===== src/rtl/move_recorder_pkg.sv =====
// move_recorder_pkg: move codes, recorder states and the opposite() helper
package move_recorder_pkg;
  typedef enum logic [1:0] {UP, DOWN, LEFT, RIGHT} dir_t;
  typedef enum logic [1:0] {IDLE, REC, DONE} state_t;
  function automatic dir_t opposite(input dir_t d);
    return dir_t'({d[1], ~d[0]});
  endfunction
endpackage


===== src/rtl/move_cancel_chk.sv =====
// move_cancel_chk: flags mv_dir as undoing last_dir when a stored move exists
module move_cancel_chk
  import move_recorder_pkg::*;
(
  input  logic [1:0] mv_dir,
  input  logic [1:0] last_dir,
  input  logic       has_last,
  output logic       cancel
);
  assign cancel = has_last && (mv_dir == opposite(dir_t'(last_dir)));
endmodule


===== src/rtl/move_recorder.sv =====
// move_recorder: packs solver moves into ord/cnt with comp/ovf flags; MOVE_CANCEL_EN pops a move undone by its opposite
module move_recorder
  import move_recorder_pkg::*;
#(
  parameter int MAX_MOVES = 32,
  parameter int CNT_W     = 64
) (
  input  logic                   clk,
  input  logic                   rst,
  input  logic                   start,
  input  logic                   mv_valid,
  input  logic [1:0]             mv_dir,
  output logic                   mv_ready,
  input  logic                   done_in,
  output logic                   comp,
  output logic [CNT_W-1:0]       cnt,
  output logic [2*MAX_MOVES-1:0] ord,
  output logic                   ovf
);
  localparam int IW = $clog2(MAX_MOVES);
  state_t        state;
  logic          full;
  logic          cancel;
  logic [IW-1:0] top_i;
  logic [IW-1:0] last_i;
  assign full   = cnt == CNT_W'(MAX_MOVES);
  assign top_i  = IW'(cnt);
  assign last_i = IW'(cnt - 1'b1);
`ifdef MOVE_CANCEL_EN
  logic [1:0] last_dir;
  assign last_dir = ord[{last_i, 1'b0} +: 2];
  move_cancel_chk u_chk (
    .mv_dir   (mv_dir),
    .last_dir (last_dir),
    .has_last (cnt != '0),
    .cancel   (cancel)
  );
`else
  assign cancel = 1'b0;
`endif
  always_ff @(posedge clk or posedge rst)
    if (rst) begin
      state    <= IDLE;
      mv_ready <= 1'b0;
      comp     <= 1'b0;
      cnt      <= '0;
      ord      <= '0;
      ovf      <= 1'b0;
    end else if (start) begin
      state    <= REC;
      mv_ready <= 1'b1;
      comp     <= 1'b0;
      cnt      <= '0;
      ord      <= '0;
      ovf      <= 1'b0;
    end else if (state == REC) begin
      if (mv_valid) begin
        if (cancel) begin
          ord[{last_i, 1'b0} +: 2] <= 2'b00;
          cnt                      <= cnt - 1'b1;
        end else if (full) begin
          ovf <= 1'b1;
        end else begin
          ord[{top_i, 1'b0} +: 2] <= mv_dir;
          cnt                     <= cnt + 1'b1;
        end
      end
      if (done_in) begin
        state    <= DONE;
        mv_ready <= 1'b0;
        comp     <= 1'b1;
      end
    end
endmodule


===== config.mk =====
export PLATFORM = sky130hd
export DESIGN_NAME = move_recorder
export DESIGN_NICKNAME = d
export VERILOG_FILES = /design/src/rtl/move_recorder_pkg.sv /design/src/rtl/move_cancel_chk.sv /design/src/rtl/move_recorder.sv
export SDC_FILE = /design/constraint.sdc
export NUM_CORES = 1
export LEC_CHECK = 0
export BUFFER_PORTS_ARGS = -buffer_cell sky130_fd_sc_hd__buf_2
export CORE_MARGIN = 1.5
export CORE_UTILIZATION = 50
export DETAILED_ROUTE_END_ITERATION = 10
export GPL_ROUTABILITY_DRIVEN = 0
export GPL_TIMING_DRIVEN = 1
export PLACE_DENSITY = 0.74
export SLEW_MARGIN = 20
export SYNTH_ARGS = -nofsm -noshare
export SYNTH_HDL_FRONTEND = slang
export SYNTH_SLANG_ARGS = --single-unit

===== constraint.sdc =====
create_clock -name clk -period 8.8 [get_ports clk]
set_clock_uncertainty 0.1 [all_clocks]
set_input_delay 0.88 -clock clk [delete_from_list [all_inputs] [get_ports clk]]
set_output_delay 0.88 -clock clk [all_outputs]
set_load 0.03 [all_outputs]

After elaboration in Yosys (flattened, before gate mapping):

Index checks and enable logic that the tools add are counted.

* word-level logic and storage cells: 42
* register bits after elaboration: 133
* bits of input ports: 7

* muxes and demuxes: 22
* shift operators: 2
* add/subtract/negate cells: 2
* eq/ne operators: 3
* reductions and logical operators: 7

Operators with widths (number)
* two-way mux 64 bit: 8
* adder 64 x 1 -> 64 bit (second input constant): 1
* bitwise mux 64 bit: 1
* == test 64 x 6 -> 1 bit (second input constant): 1
* variable shift 2 x 8 -> 64 bit (first input constant): 1
* variable part select 2 x 8 -> 64 bit: 1
* two-way mux 1 bit: 10
* negator 6 -> 8 bit: 1
* nonzero test 2 bit: 4
* two-way mux 2 bit: 3
* AND reduction 3 bit: 2
* == test 2 x 1 -> 1 bit (second input constant): 1
* != test 2 bit (second input constant): 1
* AND reduction 2 bit: 1

Depth between registers and ports, before layout:

* word-level depth: 7
* gate-level depth with buffers: 11
* gate-level depth less buffers: 8

Worst setup path after synthesis:

OpenSTA, ideal clock, no wires.

* path kind: reg-to-reg
* start point: register cnt[0]
* end point: register ord[36]
* slack: 6.010 ns
* period minus slack after synthesis: 2.790 ns
* cell stages (with the launch flop): 12
* path buffers: 3
* arrival: 2.568 ns
* cell sequence: dfrtp_1 > buf_2 > inv_1 > ha_1 > buf_4 > or3b_2 > a21oi_1 > nor2_1 > or3_1 > buf_4 > o21a_1 > o2bb2ai_1

* word-level cells in the longest chain between the ends: 7

Ends and longest elaborated chain
* start: declaration: RTL line move_recorder.sv:16 `output logic [CNT_W-1:0] cnt,`
* start signal: assignment: RTL line move_recorder.sv:60 `cnt <= cnt - 1'b1;`
* start signal: assignment: RTL line move_recorder.sv:65 `cnt <= cnt + 1'b1;`
* negator 6 -> 8 bit: RTL line move_recorder.sv:64 `ord[{top_i, 1'b0} +: 2] <= mv_dir;`
* variable part select 2 x 8 -> 64 bit / variable shift 2 x 8 -> 64 bit (equally long branches): RTL line move_recorder.sv:64
* bitwise mux 64 bit: RTL line move_recorder.sv:64
* two-way mux 64 bit: RTL line move_recorder.sv:61 `end else if (full) begin`
* two-way mux 64 bit: RTL line move_recorder.sv:57 `if (mv_valid) begin`
* two-way mux 64 bit: RTL line move_recorder.sv:56 `end else if (state == REC) begin`
* two-way mux 64 bit: RTL line move_recorder.sv:49 `end else if (start) begin`
* end signal: indexed assignment: RTL line move_recorder.sv:64
* end: declaration: RTL line move_recorder.sv:17 `output logic [2*MAX_MOVES-1:0] ord,`

Several ways; a longest one is shown, not always the timed one. The select of a mux whose other input is x is not followed.
A chain may end at the register's enable or synchronous reset.

Final worst setup path:

* start point: register state[1]
* end point: register cnt[52]

* word-level cells in the longest chain between the ends: 3

Ends and longest elaborated chain
* start: declaration: RTL line move_recorder.sv:21 `state_t state;`
* start signal: assignment: RTL line move_recorder.sv:43 `state <= IDLE;`
* start signal: assignment: RTL line move_recorder.sv:50 `state <= REC;`
* start signal: assignment: RTL line move_recorder.sv:69 `state <= DONE;`
* == test 2 x 1 -> 1 bit: RTL line move_recorder.sv:56
* nonzero test 2 bit (no line)
* AND reduction 3 bit (no line)

Every way passes these cells.

==> results.sh <==
export IMPL_synth_cell_types=55
export IMPL_slew_headroom_pct=34.7
export IMPL_total_power_mw=1.42
export IMPL_critPathRequiredTime_ns=8.98
export IMPL_initial_core_util_pct=51.8
export IMPL_synth_area_sq_mm=0.00692
export IMPL_drtAntennaViolNets=0
export IMPL_tritoncts="done"
export IMPL_seq_area_frac_synth_pct=47.4
export IMPL_layout_drive_gt1_share_pct=21.7
export IMPL_setup_violations=0
export IMPL_holdCritStartpoint="ord[12]$_DFFE_PP0P_"
export IMPL_layout_commonest_cell="buf_2"
export IMPL_cp_start_kind="flip-flop"
export IMPL_placed_cells=1018
export IMPL_netSwitchingPower_mw=0.328
export IMPL_tns_ns=0
export IMPL_dpl_hpwl_um=12600
export IMPL_period_share_pct=39.6
export IMPL_synth_async_reset_ratio_pct=100
export IMPL_ir_drop_mv=0.125
export IMPL_io_pins=138
export IMPL_synth_enable_flop_cells=0
export IMPL_die_y_um=121
export IMPL_pre_cts_ws_ns=4.96
export IMPL_crit_path_max_fanout=27
export IMPL_antenna_found_initial=0
export IMPL_synth_ff_latch_count=131
export IMPL_clock_sinks=131
export IMPL_setup_ws_ns=5.32
export IMPL_cts_hold_buffers=0
export IMPL_core_area_sq_mm=0.0133
export IMPL_switching_share_pct=23.1
export IMPL_drv_slew=0
export IMPL_path_class="reg -> reg"
export IMPL_crit_path_end_kind="flip-flop"
export IMPL_drt_iter0_drc=569
export IMPL_cts_max_path_buffers=2
export IMPL_root_buffer="clkbuf_16"
export IMPL_synthToLayoutAreaGrowth_pct=19.6
export IMPL_worst_pin_slew_ns=0.976
export IMPL_min_delay_path_depth=1
export IMPL_wl_per_cell_um=18.0
export IMPL_grt_busiest_layer="met1"
export IMPL_die_area_sq_mm=0.0146
export IMPL_die_x_um=121
export IMPL_groute_usage_overall_pct=27.1
export IMPL_ys_flop_type="dfrtp_1"
export IMPL_clk_pin_slew_worst_paths_ns=0.06
export IMPL_r2r_end="cnt[52]$_DFFE_PP0P_"
export IMPL_comb_power_share_pct=5.9
export IMPL_ff2ff_setup_slack_ns=5.32
export IMPL_max_freq_mhz=287
export IMPL_fin_nets=873
export IMPL_nFillCells=1175
export IMPL_clk_latency_ns=0.43
export IMPL_cts_setup_buffers=0
export IMPL_hold_path_class="reg -> reg"
export IMPL_p_clk_share_pct=51.2
export IMPL_hold_viol_final=0
export IMPL_io_buffers=137
export IMPL_worstRegToRegCells=6
export IMPL_grt_pass1_vias=5783
export IMPL_syn_avg_cell_area_sq_um=9.34
export IMPL_yosysWarnings=0
export IMPL_totalWireLength_um=18900
export IMPL_syn_nets=753
export IMPL_grt_max_degree=83
export IMPL_grt_overflow=0
export IMPL_vias=6167
export IMPL_grtUsageMet3_pct=5.05
export IMPL_p_leak_nw=3.71
export IMPL_cap_violations=0
export IMPL_mostFrequentLayoutCells="buf_2 (136), dfrtp_1 (131), nor2_1 (110)"
export IMPL_finish_utilization_pct=62.0
export IMPL_instances_no_fill=1050
export IMPL_rows=42
export IMPL_diodes=0
export IMPL_timing_rr_start="state[1]$_DFFE_PP0P_"
export IMPL_cp_startpoint="state[1]$_DFFE_PP0P_"
export IMPL_powerDensity_mw_per_mm2=172
export IMPL_p_int_mw=1.09
export IMPL_via_per_inst=5.87
export IMPL_hold_path_end="ord[12]$_DFFE_PP0P_"
export IMPL_timing_final_crit_period_ns=3.48
export IMPL_drc=0
export IMPL_grt_pass1_wl_um=30800
export IMPL_post_cts_resized=0
export IMPL_cts_buffers=17
export IMPL_met2_usage_pct=38.6
export IMPL_synthCells=741
export IMPL_seq_power_share_pct=42.9
export IMPL_status="finished, final reports clean"
export IMPL_grtUsageMet1_pct=41.0
export IMPL_htree_levels=4
export IMPL_first_pass_iters=5
export IMPL_critical_path_arrival_ns=3.66
export IMPL_rsz0062_at_grt="false"
[cell type report]
class	instances	area, sq um	area share [%]
multi-input cells	550	3380	40.9
flip-flops and latches	131	3280	39.6
repair buffers	141	718	8.68
clock buffers	20	437	5.28
well taps	176	220	2.66
clock inverters	12	163	1.97
inverters	20	77.6	0.938
[worst max-delay path by stage]
stage	endpoint	slack (ns)	cells past startpoint
after detailed placement	cnt[52]$_DFFE_PP0P_	4.96	7
after CTS	cnt[52]$_DFFE_PP0P_	5.38	6
after floorplan	cnt[0]$_DFFE_PP0P_	4.32	1
after global placement	cnt[52]$_DFFE_PP0P_	5.01	7
final	cnt[52]$_DFFE_PP0P_	5.32	6
after global routing	cnt[52]$_DFFE_PP0P_	5.04	6
[cells by family after synthesis]
group | synth area share, %
mux | 5.66
simple gates | 29.0
buf+inv | 3.74
xor+xnor | 6.33
flops | 47.4
compound gates | 6.93
fa+ha+maj | 0.904
[per-stage QoR]
stage	area [sq um]	hold slack (ns)
floorplan	6920	0.557
global placement	7670	0.379
detailed placement	7670	0.385
CTS	8270	0.401
global route	8270	0.418
finish	8270	0.395
[critical path: stages, from the launching register on]
cell and delay (ns):
dfrtp_1 0.41, nand3b_2 0.68, nor4_2 0.48, nand4_1 0.80, nor4b_1 0.62, xnor2_1 0.16
nor2_1 0.05
[metal layers]
metal	part of all wire [%]	vias up
li1	-	2855
met1	46	3011
met2	45	266
met3	7.0	35
met4	1.9	0
met5	0	-
[cell usage after synthesis, types with 7 or more instances]
cell      number  area, sq um
nor2_1       110          413
o21ai_0       20          100
dfrtp_1      131         3280
mux2i_1       38          380
nand2b_1       7         43.8
and3_1         7         43.8
nand4_1       26          163
nor3_1        24          120
a21oi_1       23          115
nand2_1       77          289
nand3_1       34          170
nor4b_1        8         70.1
and2_1         9         56.3
xor2_1         7         61.3
or3_1         11         68.8
o32ai_1        8         70.1
inv_1         20         75.1
buf_2          8         40.0
nor4_1        27          169
xnor2_1       43          377
clkbuf_1      26         97.6
[registers in the layout (all words and copies together) (netlist names)]
name / cells
ovf: 1
state: 2
ord: 64
cnt: 64
[power by group through the flow]
stage	clock network, mW	registers [mW]	logic, mW
final	0.728	0.610	0.0842
after global routing	0.761	0.611	0.0929
after CTS	0.735	0.610	0.0838
after detailed placement	0	0.621	0.0834
after global placement	0	0.621	0.0832
after floorplan	0	0.623	0.0580
No activity file was read; power rests on OpenSTA's default activity.
